==> src/rtl/pipeline_ctrl_pkg.sv <==
// Shared types for the pipeline sequencing/hazard controller.
// Optional build macro: PIPELINE_CTRL_FWD_EN (see pipeline_ctrl.sv).
package pipeline_ctrl_pkg;

  // Width of an architectural register index.
  localparam int unsigned RegIdxW = 5;

  // Shadow slot positions, youngest first.
  localparam int unsigned NumSlots = 3;
  localparam int unsigned SlotEx   = 0;
  localparam int unsigned SlotMem  = 1;
  localparam int unsigned SlotWb   = 2;

  typedef enum logic [0:0] {
    RUN      = 1'b0,
    REDIRECT = 1'b1
  } ctrl_state_t;

  typedef enum logic [1:0] {
    FWD_RF  = 2'b00,
    FWD_EX  = 2'b01,
    FWD_MEM = 2'b10,
    FWD_WB  = 2'b11
  } fwd_sel_t;

  typedef struct packed {
    logic               valid;
    logic [RegIdxW-1:0] rd;
    logic               we;
    logic               is_load;
  } shadow_slot_t;

  // A slot produces a value the ID instruction is about to read.
  function automatic logic slot_match(input shadow_slot_t slot, input logic [RegIdxW-1:0] rs,
                                      input logic use_rs);
    return slot.valid && slot.we && (slot.rd == rs) && (rs != '0) && use_rs;
  endfunction

  // Youngest producer wins: EX holds the newest value, then MEM, then WB.
  function automatic fwd_sel_t youngest_match(input logic [NumSlots-1:0] m);
    fwd_sel_t sel;
    if (m[SlotEx]) begin
      sel = FWD_EX;
    end else if (m[SlotMem]) begin
      sel = FWD_MEM;
    end else if (m[SlotWb]) begin
      sel = FWD_WB;
    end else begin
      sel = FWD_RF;
    end
    return sel;
  endfunction

endpackage

==> src/rtl/pipeline_ctrl_inflight_tracker.sv <==
// Three-slot shadow of in-flight destination registers (EX, MEM, WB) with
// per-slot match vectors for the two ID source operands.
module pipeline_ctrl_inflight_tracker
  import pipeline_ctrl_pkg::*;
(
  input  logic                clk,
  input  logic                rst_n,
  input  logic                advance_i,
  input  logic                wb_kill_i,
  input  logic                flush_ex_i,
  input  shadow_slot_t        id_slot_i,
  input  logic [RegIdxW-1:0]  rs1_i,
  input  logic [RegIdxW-1:0]  rs2_i,
  input  logic                use_rs1_i,
  input  logic                use_rs2_i,
  output logic [NumSlots-1:0] rs1_match_o,
  output logic [NumSlots-1:0] rs2_match_o,
  output logic                ex_is_load_o
);

  shadow_slot_t ex_q, ex_d;
  shadow_slot_t mem_q, mem_d;
  shadow_slot_t wb_q, wb_d;

  // Shift the shadow on a normal edge; when frozen only the WB slot retires.
  always_comb begin
    ex_d  = ex_q;
    mem_d = mem_q;
    wb_d  = wb_q;
    if (advance_i) begin
      wb_d  = mem_q;
      mem_d = ex_q;
      if (flush_ex_i) begin
        mem_d.valid = 1'b0;
      end
      ex_d = id_slot_i;
    end else if (wb_kill_i) begin
      wb_d.valid = 1'b0;
    end
  end

  // Shadow slot registers.
  always_ff @(posedge clk or negedge rst_n) begin
    if (!rst_n) begin
      ex_q  <= '0;
      mem_q <= '0;
      wb_q  <= '0;
    end else begin
      ex_q  <= ex_d;
      mem_q <= mem_d;
      wb_q  <= wb_d;
    end
  end

  // Per-slot source operand matches.
  always_comb begin
    rs1_match_o          = '0;
    rs2_match_o          = '0;
    rs1_match_o[SlotEx]  = slot_match(ex_q, rs1_i, use_rs1_i);
    rs1_match_o[SlotMem] = slot_match(mem_q, rs1_i, use_rs1_i);
    rs1_match_o[SlotWb]  = slot_match(wb_q, rs1_i, use_rs1_i);
    rs2_match_o[SlotEx]  = slot_match(ex_q, rs2_i, use_rs2_i);
    rs2_match_o[SlotMem] = slot_match(mem_q, rs2_i, use_rs2_i);
    rs2_match_o[SlotWb]  = slot_match(wb_q, rs2_i, use_rs2_i);
    ex_is_load_o         = ex_q.is_load;
  end

endmodule

==> src/rtl/pipeline_ctrl.sv <==
// Central stall/bubble/flush/redirect controller for the five-stage core.
// Build option: define PIPELINE_CTRL_FWD_EN to enable operand forwarding
// selects; otherwise every in-flight producer match stalls ID.
module pipeline_ctrl
  import pipeline_ctrl_pkg::*;
#(
  parameter int unsigned XLEN  = 32,
  parameter int unsigned NREGS = 32
) (
  input  logic                     clk,
  input  logic                     rst_n,
  input  logic                     id_valid,
  input  logic [$clog2(NREGS)-1:0] id_rs1,
  input  logic [$clog2(NREGS)-1:0] id_rs2,
  input  logic                     id_use_rs1,
  input  logic                     id_use_rs2,
  input  logic [$clog2(NREGS)-1:0] id_rd,
  input  logic                     id_we,
  input  logic                     id_is_load,
  input  logic                     ex_br_valid,
  input  logic                     ex_taken,
  input  logic [XLEN-1:0]          ex_target,
  input  logic                     mem_req,
  input  logic                     mem_ready,
  output logic                     stall_if,
  output logic                     stall_id,
  output logic                     stall_ex,
  output logic                     stall_mem,
  output logic                     bubble_ex,
  output logic                     flush_if,
  output logic                     flush_id,
  output logic                     flush_ex,
  output logic                     redirect_valid,
  output logic [XLEN-1:0]          redirect_pc,
  output logic [1:0]               fwd_rs1_sel,
  output logic [1:0]               fwd_rs2_sel
);

  ctrl_state_t     state_q, state_d;
  logic [XLEN-1:0] redirect_pc_q, redirect_pc_d;

  logic                mem_stall;
  logic                in_redirect;
  logic                hazard;
  logic [NumSlots-1:0] rs1_match;
  logic [NumSlots-1:0] rs2_match;
  logic                ex_is_load;
  shadow_slot_t        id_slot;
  fwd_sel_t            fwd_rs1;
  fwd_sel_t            fwd_rs2;

  // Gated by rst_n so every output is 0 while reset is held.
  assign mem_stall   = rst_n && mem_req && !mem_ready;
  assign in_redirect = (state_q == REDIRECT);

  // What ID hands to the EX slot on the next unfrozen edge.
  always_comb begin
    id_slot         = '0;
    id_slot.valid   = id_valid && !stall_id && !flush_id;
    id_slot.rd      = id_rd;
    id_slot.we      = id_we;
    id_slot.is_load = id_is_load;
  end

  pipeline_ctrl_inflight_tracker u_tracker (
    .clk          (clk),
    .rst_n        (rst_n),
    .advance_i    (!mem_stall),
    .wb_kill_i    (mem_stall),
    .flush_ex_i   (flush_ex),
    .id_slot_i    (id_slot),
    .rs1_i        (id_rs1),
    .rs2_i        (id_rs2),
    .use_rs1_i    (id_use_rs1),
    .use_rs2_i    (id_use_rs2),
    .rs1_match_o  (rs1_match),
    .rs2_match_o  (rs2_match),
    .ex_is_load_o (ex_is_load)
  );

  // Hazard detection and forwarding selects.
`ifdef PIPELINE_CTRL_FWD_EN
  always_comb begin
    // Only a load still in EX cannot be forwarded in time.
    hazard  = (rs1_match[SlotEx] || rs2_match[SlotEx]) && ex_is_load;
    fwd_rs1 = youngest_match(rs1_match);
    fwd_rs2 = youngest_match(rs2_match);
  end
`else
  logic unused_ex_is_load;
  assign unused_ex_is_load = ex_is_load;

  always_comb begin
    // No write-through in the register file: even a WB producer must stall.
    hazard  = (|rs1_match) || (|rs2_match);
    fwd_rs1 = FWD_RF;
    fwd_rs2 = FWD_RF;
  end
`endif

  // Redirect FSM next-state; target is captured only on entry to REDIRECT.
  always_comb begin
    state_d       = state_q;
    redirect_pc_d = '0;
    unique case (state_q)
      RUN: begin
        if (ex_br_valid && ex_taken && !mem_stall) begin
          state_d       = REDIRECT;
          redirect_pc_d = ex_target;
        end
      end
      REDIRECT: begin
        state_d = RUN;
      end
      default: begin
        state_d = RUN;
      end
    endcase
  end

  // Redirect FSM state and captured target.
  always_ff @(posedge clk or negedge rst_n) begin
    if (!rst_n) begin
      state_q       <= RUN;
      redirect_pc_q <= '0;
    end else begin
      state_q       <= state_d;
      redirect_pc_q <= redirect_pc_d;
    end
  end

  // Stage controls: memory stall beats redirect, redirect beats data hazard.
  always_comb begin
    stall_if       = 1'b0;
    stall_id       = 1'b0;
    stall_ex       = 1'b0;
    stall_mem      = 1'b0;
    bubble_ex      = 1'b0;
    flush_if       = in_redirect;
    flush_id       = in_redirect;
    flush_ex       = in_redirect;
    redirect_valid = in_redirect;
    redirect_pc    = redirect_pc_q;
    fwd_rs1_sel    = fwd_rs1;
    fwd_rs2_sel    = fwd_rs2;
    if (mem_stall) begin
      stall_if  = 1'b1;
      stall_id  = 1'b1;
      stall_ex  = 1'b1;
      stall_mem = 1'b1;
    end else if (!in_redirect && hazard) begin
      stall_if  = 1'b1;
      stall_id  = 1'b1;
      bubble_ex = 1'b1;
    end
  end

endmodule

==> config.mk <==
export PLATFORM = sky130hd
export DESIGN_NAME = pipeline_ctrl
export DESIGN_NICKNAME = d
export VERILOG_FILES = /design/src/rtl/pipeline_ctrl_pkg.sv /design/src/rtl/pipeline_ctrl_inflight_tracker.sv /design/src/rtl/pipeline_ctrl.sv
export SDC_FILE = /design/constraint.sdc
export NUM_CORES = 1
export LEC_CHECK = 0
export CORE_ASPECT_RATIO = 1.2
export CORE_MARGIN = 2
export CORE_UTILIZATION = 38
export DETAILED_ROUTE_END_ITERATION = 10
export HOLD_SLACK_MARGIN = 0.08
export PLACE_DENSITY = 0.83
export SYNTH_ARGS = -nofsm -noshare
export SYNTH_HDL_FRONTEND = slang
export SYNTH_SLANG_ARGS = --single-unit
==> constraint.sdc <==
create_clock -name clk -period 5.13 [get_ports clk]
set_clock_uncertainty 0.15 [all_clocks]
set_input_delay 0.7695 -clock clk [delete_from_list [all_inputs] [get_ports clk]]
set_output_delay 0.7695 -clock clk [all_outputs]
set_load 0.05 [all_outputs]
==> results.sh, run 1 <==
export IMPL_outcome="complete, no violations"
export IMPL_clockRootBuffer="clkbuf_8"
export IMPL_hold_path_end="u_tracker.wb_q[1]"
export IMPL_ant_nets=0
export IMPL_timing_rr_end="u_tracker.ex_q[7]"
export IMPL_layout_min_cycle_time_ns=4.21
export IMPL_peakVddDrop_mv=0.226
export IMPL_critPathKind="in -> out"
export IMPL_rows=31
export IMPL_cp_slowest_stage_delay_ns=0.84
export IMPL_max_cap_violations=0
export IMPL_layout_nets=371
export IMPL_grt_pass1_wl_um=8780
export IMPL_io_pin_count=103
export IMPL_track_usage_pct=17.0
export IMPL_routedWlPerCell_um=13.6
export IMPL_syn_area_per_cell_um2=10.6
export IMPL_die_area_um2=6770
export IMPL_grt_antenna_before_repair=0
export IMPL_ff2ff_path_depth=6
export IMPL_layout_commonest_cell="clkdlybuf4s50_1"
export IMPL_min_path_cells=2
export IMPL_grt_setup_unrepaired="false"
export IMPL_cts_hold_buf=0
export IMPL_ff_latch_area_um2=1350
export IMPL_cts_max_path_buffers=2
export IMPL_portBuffers=97
export IMPL_r2r_start="u_tracker.wb_q[3]"
export IMPL_cp_required_ns=4.21
export IMPL_hpwl_um=4190
export IMPL_synthFlopType="dfrtp_1"
export IMPL_cts_inserted_buffers=5
export IMPL_r2r_slack_ns=3.31
export IMPL_relSlewSlack_pct=49.9
export IMPL_timing_final_ws_setup_ns=0.925
export IMPL_grt_max_degree=55
export IMPL_dr_pass1_iters=4
export IMPL_finalCritPeriodShare_pct=82.0
export IMPL_num_fill_cells=525
export IMPL_p_leak_nw=1.57
export IMPL_drive_gt1_share_pct=5.41
export IMPL_worst_slew_pin_slew_ns=0.752
export IMPL_synth_edf_count=0
export IMPL_cts_sinks=54
export IMPL_p_total_mw=0.954
export IMPL_hold_violations=0
export IMPL_die_w_um=75.4
export IMPL_path_cells="clkdlybuf4s50_1 > xor2_1 > nor4_1 > nand4_1 > a31oi_1 > nor2_2 > o21ai_1 > clkdlybuf4s50_1"
export IMPL_tritoncts="built"
export IMPL_die_height_um=89.7
export IMPL_ys_warn_count=0
export IMPL_cts_resized=0
export IMPL_power_density_nw_per_um2=277
export IMPL_drt_iter0_drc=74
export IMPL_antennaDiodeCount=0
export IMPL_drc_errors=0
export IMPL_setup_violations_final=0
export IMPL_syn2layout_area_growth_pct=48.2
export IMPL_crit_top_cell="clkdlybuf4s50_1"
export IMPL_cts_reportedPaths_clkPinSlew_ns=0.09
export IMPL_grt_pass1_vias=1895
export IMPL_endpoint_kind="output pin"
export IMPL_vias=1778
export IMPL_yosysSeqAreaShare_pct=58.1
export IMPL_cts_setup_buffers=0
export IMPL_critPathMaxFanout=4
export IMPL_multiInputGateArea_um2=890
export IMPL_hp_start="u_tracker.wb_q[1]"
export IMPL_worst_path_max_delay_cell="clkdlybuf4s50_1"
export IMPL_synth_seq_cells=54
export IMPL_synth_cells=219
export IMPL_clock_latency_ns=0.30
export IMPL_drt_vias_per_instance=4.49
export IMPL_slew_violations=0
export IMPL_synthesis_area_um2=2330
export IMPL_cp_start_kind="primary input"
export IMPL_start_util_pct=39.0
export IMPL_timing_hold_ws_ns=0.367
export IMPL_core_area_um2=5970
export IMPL_crit_family="buffers and inverters"
export IMPL_fin_setup_tns_ns=0
export IMPL_crit_buf_inv=2
export IMPL_max_clock_freq_mhz=238
export IMPL_finalWirelength_um=5370
export IMPL_gp_congestion=0.922
export IMPL_final_cell_mix="clkdlybuf4s50_1, nand2_1, dfrtp_1, and2_1, xor2_1"
export IMPL_hp_class="reg -> reg"
export IMPL_place_ws_ns=0.944
export IMPL_critPathArrivalTime_ns=3.29
export IMPL_overflow=0
export IMPL_yosys_cell_types_count=23
export IMPL_finish_utilization_pct=57.7
export IMPL_synthArstFlopShare_pct=100
export IMPL_cts_htree_levels=2
registers in the layout, indices dropped and copies added, names as in the netlist:
| register | cells |
|---|---|
| flush_ex | 1 |
| u_tracker.wb_q | 7 |
| redirect_pc | 32 |
| u_tracker.ex_q | 7 |
| u_tracker.mem_q | 7 |
through the flow:
step / instance area (µm²) / instances
after floorplan: 2340 / 222
after global placement: 3340 / 388
after detailed placement: 3340 / 388
after CTS: 3450 / 396
after global routing: 3450 / 396
final: 3450 / 396
synth_stat cells, types with 2 or more instances:
library cell  instances  share of area, %
nand2_1              58               9.4
dfrtp_1              54                58
and2_1               33               8.9
xor2_1               24               9.0
buf_4                 9               2.9
clkbuf_1              6              0.97
nand4_1               6               1.6
xnor2_1               6               2.3
nor4_1                3              0.81
nor4_2                3               1.6
o21ai_1               3              0.64
a31oi_1               2              0.54
or4_1                 2              0.64
logic make-up after synthesis:
group,synth area share [%]
simple gates,24.7
flops,58.1
xor+xnor,11.3
buf+inv,4.19
compound gates,1.56
other cells,0.161
worst max path at each step:
stage,start,endpoint,depth (start not counted)
after CTS,id_rs2[3],stall_id,8
after detailed placement,id_rs2[3],stall_id,8
after floorplan,id_rs1[3],stall_if,7
final,id_rs2[3],stall_if,8
after global routing,mem_req,bubble_ex,6
after global placement,id_rs2[3],stall_if,8
metal layers:
metal	global-route usage, %	share of wire (%)	vias to the layer above
met3	7.62	10	2
met4	4.39	0.71	0
li1	-	-	864
met2	28.9	51	76
met1	18.9	38	836
met5	0	0	-
cell type report:
cell class / count / share of cell area [%]
repair buffers: 100 / 28.7
inverters: 1 / 0.109
flip-flops and latches: 54 / 39.2
clock buffers: 5 / 2.00
well taps: 82 / 2.98
multi-input cells: 151 / 25.8
clock inverters: 3 / 1.27
power by group:
part           switching, mW  internal (mW)  total [mW]
Clock                  0.133          0.146       0.280
Sequential            0.0241          0.451       0.475
Combinational          0.110         0.0897       0.200
worst reg2reg max path, delay by kind of cell, from the launching register on:
| family | cells | cell delay (ns) |
|---|---|---|
| AOI/OAI and AO/OA | 2 | 0.40 |
| xor gates and xnor gates | 1 | 0.18 |
| DFF | 1 | 0.43 |
| and+or+nand+nor | 3 | 0.57 |
No activity file was read; power rests on OpenSTA's default activity.
==> run 2, diff against run 1 <==
- PLACE_DENSITY: 0.83 -> 0.86
- clock period: 5.13 -> 3.58 ns (I/O delays scaled with it)
==> run 2 against run 1 <==
Wire length rose by 1.1%. Final area rose by 1.3%. Non-clock buffer count rose by 2. Clock-buffer cell count rose by 2. Global-route usage rose by 0.58 points. Clock power rose by 20%. Power rose by 38%. Critical path type unchanged. Critical endpoint unchanged. Highest routed layer unchanged.
==> results.sh, run 2 (synthesis gave the netlist of run 1 again) <==
export IMPL_r2r_start="u_tracker.ex_q[5]"
export IMPL_cts_inserted_buffers=5
export IMPL_slew_violations=0
export IMPL_grt_pass1_vias=1958
export IMPL_layout_nets=373
export IMPL_power_density_nw_per_um2=376
export IMPL_critPathArrivalTime_ns=2.56
export IMPL_fin_setup_tns_ns=0
export IMPL_track_usage_pct=17.6
export IMPL_cts_resized=0
export IMPL_vias=1808
export IMPL_ff_latch_area_um2=1350
export IMPL_largest_register_ffs=32
export IMPL_setup_violations_final=0
export IMPL_cts_max_path_buffers=2
export IMPL_routedWlPerCell_um=13.6
export IMPL_critPathMaxFanout=4
export IMPL_drc_errors=0
export IMPL_drt_iter0_drc=55
export IMPL_max_cap_violations=0
export IMPL_cts_hold_buf=0
export IMPL_drive_gt1_share_pct=7.28
export IMPL_p_total_mw=1.31
export IMPL_final_cell_mix="clkdlybuf4s50_1, nand2_1, dfrtp_1, and2_1, xor2_1"
export IMPL_hpwl_um=4230
export IMPL_clockRootBuffer="clkbuf_8"
export IMPL_drt_vias_per_instance=4.54
export IMPL_finalWirelength_um=5430
export IMPL_relSlewSlack_pct=55.8
export IMPL_cts_reportedPaths_clkPinSlew_ns=0.09
export IMPL_cts_sinks=54
export IMPL_grt_max_degree=55
export IMPL_timing_hold_ws_ns=0.268
export IMPL_max_clock_freq_mhz=308
export IMPL_syn2layout_area_growth_pct=50.1
export IMPL_timing_rr_end="u_tracker.ex_q[7]"
export IMPL_grt_setup_unrepaired="false"
export IMPL_io_pin_count=103
export IMPL_cts_setup_buffers=0
export IMPL_critPathKind="in -> out"
export IMPL_p_leak_nw=1.59
export IMPL_ff2ff_path_depth=6
export IMPL_outcome="complete, no violations"
export IMPL_num_fill_cells=530
export IMPL_portBuffers=97
export IMPL_die_area_um2=6770
export IMPL_start_util_pct=39.0
export IMPL_gp_congestion=0.882
export IMPL_clock_latency_ns=0.30
export IMPL_endpoint_kind="output pin"
export IMPL_finish_utilization_pct=58.5
export IMPL_worst_slew_pin_slew_ns=0.663
export IMPL_antennaDiodeCount=0
export IMPL_grt_pass1_wl_um=8960
export IMPL_ant_nets=0
export IMPL_grt_antenna_before_repair=0
export IMPL_hold_violations=0
export IMPL_cp_required_ns=2.89
export IMPL_rows=31
export IMPL_tritoncts="built"
export IMPL_overflow=0
export IMPL_dr_pass1_iters=4
export IMPL_cp_start_kind="primary input"
export IMPL_core_area_um2=5970
export IMPL_finalCritPeriodShare_pct=90.8
export IMPL_peakVddDrop_mv=0.250
export IMPL_layout_min_cycle_time_ns=3.25
export IMPL_die_w_um=75.4
export IMPL_multiInputGateArea_um2=890
export IMPL_hp_class="in -> async"
export IMPL_die_height_um=89.7
export IMPL_layout_commonest_cell="clkdlybuf4s50_1"
export IMPL_r2r_slack_ns=1.74
export IMPL_cts_htree_levels=2
## run 2: cell type report
| type | count | share of cell area [%] |
|---|---|---|
| sequential | 54 | 38.7 |
| timing repair buffer | 102 | 30.2 |
| multi-input combinational | 151 | 25.5 |
| tap | 82 | 2.94 |
| clock buffer | 7 | 2.47 |
| clock inverter | 1 | 0.143 |
| inverter | 1 | 0.107 |
## run 2: metal layers
layer  vias up  share of wire [%]  routed length (µm)  GRT usage, %
met5         -                  0                   0             0
met4         0                1.5                  80          6.14
met3         4                9.6                 520          6.84
met2        76                 51                2790          29.3
met1       858                 38                2040          20.1
li1        870                  -                   -             -
## run 2: per-stage QoR
step | instances | cell area (µm²) | setup slack, ns
global placement | 390 | 3400 | 0.337
floorplan | 222 | 2340 | 0.508
global route | 398 | 3490 | 0.163
CTS | 398 | 3490 | 0.315
detailed placement | 390 | 3400 | 0.347
finish | 398 | 3490 | 0.331
## run 2: power by group
part	internal [mW]	switching [mW]	total, mW
Clock	0.156	0.181	0.337
Combinational	0.135	0.160	0.295
Sequential	0.646	0.0353	0.682
## run 2: worst max-delay path by stage
stage	endpoint	startpoint	cells past startpoint	slack [ns]
after floorplan	stall_if	id_rs1[3]	7	0.51
after global placement	stall_id	id_rs1[4]	8	0.34
after detailed placement	stall_if	id_rs1[4]	8	0.35
after CTS	stall_if	id_rs2[3]	8	0.31
after global routing	stall_id	id_rs2[3]	8	0.16
final	stall_if	id_rs1[4]	8	0.33
## run 2: critical path: stages
cell and delay [ns]:
clkdlybuf4s50_1 0.52, xor2_1 0.20, nor4_1 0.36, nand4_1 0.14, a31oi_1 0.18, nor2_2 0.08, o21ai_1 0.35, buf_12 0.19
==> run 3, diff against run 2 <==
- ABC_AREA: default -> 1
- PLACE_DENSITY: 0.86 -> 0.84
==> run 3 against run 2 <==
First-iteration DRC count is 120% higher. Via count is 27% higher. Sequential share of layout area is 2.2 points lower. Maximum frequency is 12% higher. Critical path type unchanged.
==> results.sh, run 3 <==
export IMPL_outcome="complete, no violations"
export IMPL_num_fill_cells=582
export IMPL_ff_latch_area_um2=1350
export IMPL_cts_hold_buf=0
export IMPL_fin_cells=523
export IMPL_largest_register_ffs=32
export IMPL_max_clock_freq_mhz=345
export IMPL_ys_top_cells_by_count="nand2_1, inv_1, nor2_1"
export IMPL_multiInputGateArea_um2=850
export IMPL_ys_warn_count=0
export IMPL_setup_violations_final=0
export IMPL_critPathMaxFanout=5
export IMPL_ant_nets=0
export IMPL_r2r_slack_ns=2.11
export IMPL_hold_violations=0
export IMPL_clockRootBuffer="clkbuf_8"
export IMPL_syn2layout_area_growth_pct=45.8
export IMPL_cts_max_path_buffers=2
export IMPL_endpoint_kind="output pin"
export IMPL_critPathKind="in -> out"
export IMPL_yosys_cell_types_count=17
export IMPL_cp_start_kind="primary input"
export IMPL_r2r_start="u_tracker.mem_q[6]"
export IMPL_grt_antenna_before_repair=0
export IMPL_grt_max_degree=55
export IMPL_antennaDiodeCount=0
export IMPL_ff2ff_path_depth=11
export IMPL_cts_sinks=54
export IMPL_hp_class="in -> async"
export IMPL_core_area_um2=6450
export IMPL_p_total_mw=1.47
export IMPL_cp_required_ns=2.89
export IMPL_io_pin_count=103
export IMPL_cts_htree_levels=2
export IMPL_synthFlopType="dfrtp_1"
export IMPL_cts_inserted_buffers=5
export IMPL_routedWlPerCell_um=11.7
export IMPL_rows=32
export IMPL_clock_latency_ns=0.31
export IMPL_cts_reportedPaths_clkPinSlew_ns=0.10
export IMPL_worst_slew_pin_slew_ns=0.679
export IMPL_synth_top_area_share_pct=53.2
export IMPL_peakVddDrop_mv=0.356
export IMPL_synth_cells=342
export IMPL_finalWirelength_um=6100
export IMPL_timing_hold_ws_ns=0.206
export IMPL_start_util_pct=39.4
export IMPL_layout_commonest_cell="nand2_1"
export IMPL_synth_largest_area_cell="dfrtp_1"
export IMPL_drt_vias_per_instance=4.39
export IMPL_synth_seq_cells=54
export IMPL_drt_iter0_drc=121
export IMPL_die_height_um=93.6
export IMPL_synthesis_area_um2=2540
export IMPL_p_leak_nw=1.99
export IMPL_die_w_um=78.7
export IMPL_gp_congestion=0.885
export IMPL_grt_pass1_vias=2322
export IMPL_yosysSeqAreaShare_pct=53.2
export IMPL_timing_rr_end="u_tracker.ex_q[7]"
export IMPL_synth_edf_count=0
export IMPL_final_cell_mix="nand2_1, clkdlybuf4s50_1, inv_1, nor2_1, dfrtp_1"
export IMPL_overflow=0
export IMPL_synthArstFlopShare_pct=100
export IMPL_synth_area_leaders="dfrtp_1, nand2_1, inv_1"
export IMPL_hpwl_um=4680
export IMPL_placedCellCount=515
export IMPL_max_cap_violations=0
export IMPL_tritoncts="built"
export IMPL_track_usage_pct=17.9
export IMPL_relSlewSlack_pct=54.7
export IMPL_crit_start="id_rs2[4]"
export IMPL_layout_min_cycle_time_ns=2.90
export IMPL_critPathArrivalTime_ns=2.21
export IMPL_power_density_nw_per_um2=398
export IMPL_drc_errors=0
export IMPL_cts_setup_buffers=0
export IMPL_fin_setup_tns_ns=0
export IMPL_synth_most_common_cell="nand2_1"
export IMPL_portBuffers=97
export IMPL_grt_setup_unrepaired="false"
export IMPL_dr_pass1_iters=4
export IMPL_syn_area_per_cell_um2=7.43
export IMPL_finalCritPeriodShare_pct=81.0
export IMPL_layout_nets=495
export IMPL_drive_gt1_share_pct=5.48
export IMPL_cts_resized=0
export IMPL_grt_pass1_wl_um=10200
export IMPL_vias=2298
export IMPL_die_area_um2=7360
export IMPL_slew_violations=0
run 3: routing by layer:
layer  share of wire, %  routed length, µm  GRT usage [%]
met1                 38               2290           19.7
met2                 49               2980           31.1
met3                 12                760           8.11
met4                1.2                 72           4.97
met5                  0                  0              0
run 3: area by class of cell:
cell class / instances / share of cell area, %
Tap cell: 85 / 2.87
Clock inverter: 3 / 1.86
Clock buffer: 5 / 1.86
Timing Repair Buffer: 100 / 27.1
Sequential cell: 54 / 36.5
Multi-Input combinational cell: 208 / 22.9
Inverter: 68 / 6.89
run 3: metrics by stage:
step	instance area [µm²]	util [%]	worst slack, ns
6_report	3710	57.5	0.679
5_1_grt	3710	57.5	0.487
4_1_cts	3710	57.5	0.665
3_5_place_dp	3570	55.4	0.685
3_3_place_gp	3570	55.4	0.688
2_1_floorplan	2550	-	1.15
run 3: worst max-delay path by stage:
stage	slack, ns	to	cells after the start
2_1_floorplan	1.15	bubble_ex	9
3_3_place_gp	0.69	stall_id	12
3_5_place_dp	0.69	stall_if	12
4_1_cts	0.67	stall_if	12
5_1_grt	0.49	stall_id	12
6_report	0.68	stall_if	12
run 3: cell families (layout without fill, tap and decap cells):
group           after synthesis  in the layout  share of synthesized area, %
xor+xnor                      1              1                         0.345
other cells                   1              4                         0.148
compound gates               22             22                          4.33
buf+inv                      83            176                          13.8
flops                        54             54                          53.2
simple gates                181            181                          28.2
run 3: worst max-delay path, stage by stage:
cell	delay [ns]
clkdlybuf4s50_1	0.61
inv_2	0.07
nand2_1	0.06
nand2_1	0.05
nor2_1	0.12
nand3_1	0.08
nand3_1	0.09
nand2_1	0.06
nand2_1	0.09
nand2_2	0.07
nand2_1	0.19
buf_12	0.17
run 3: report_power, final:
part	internal (mW)	switching (mW)	leakage, nW
Combinational	0.129	0.192	1.22
Sequential	0.647	0.0249	0.700
Clock	0.280	0.200	0.0683
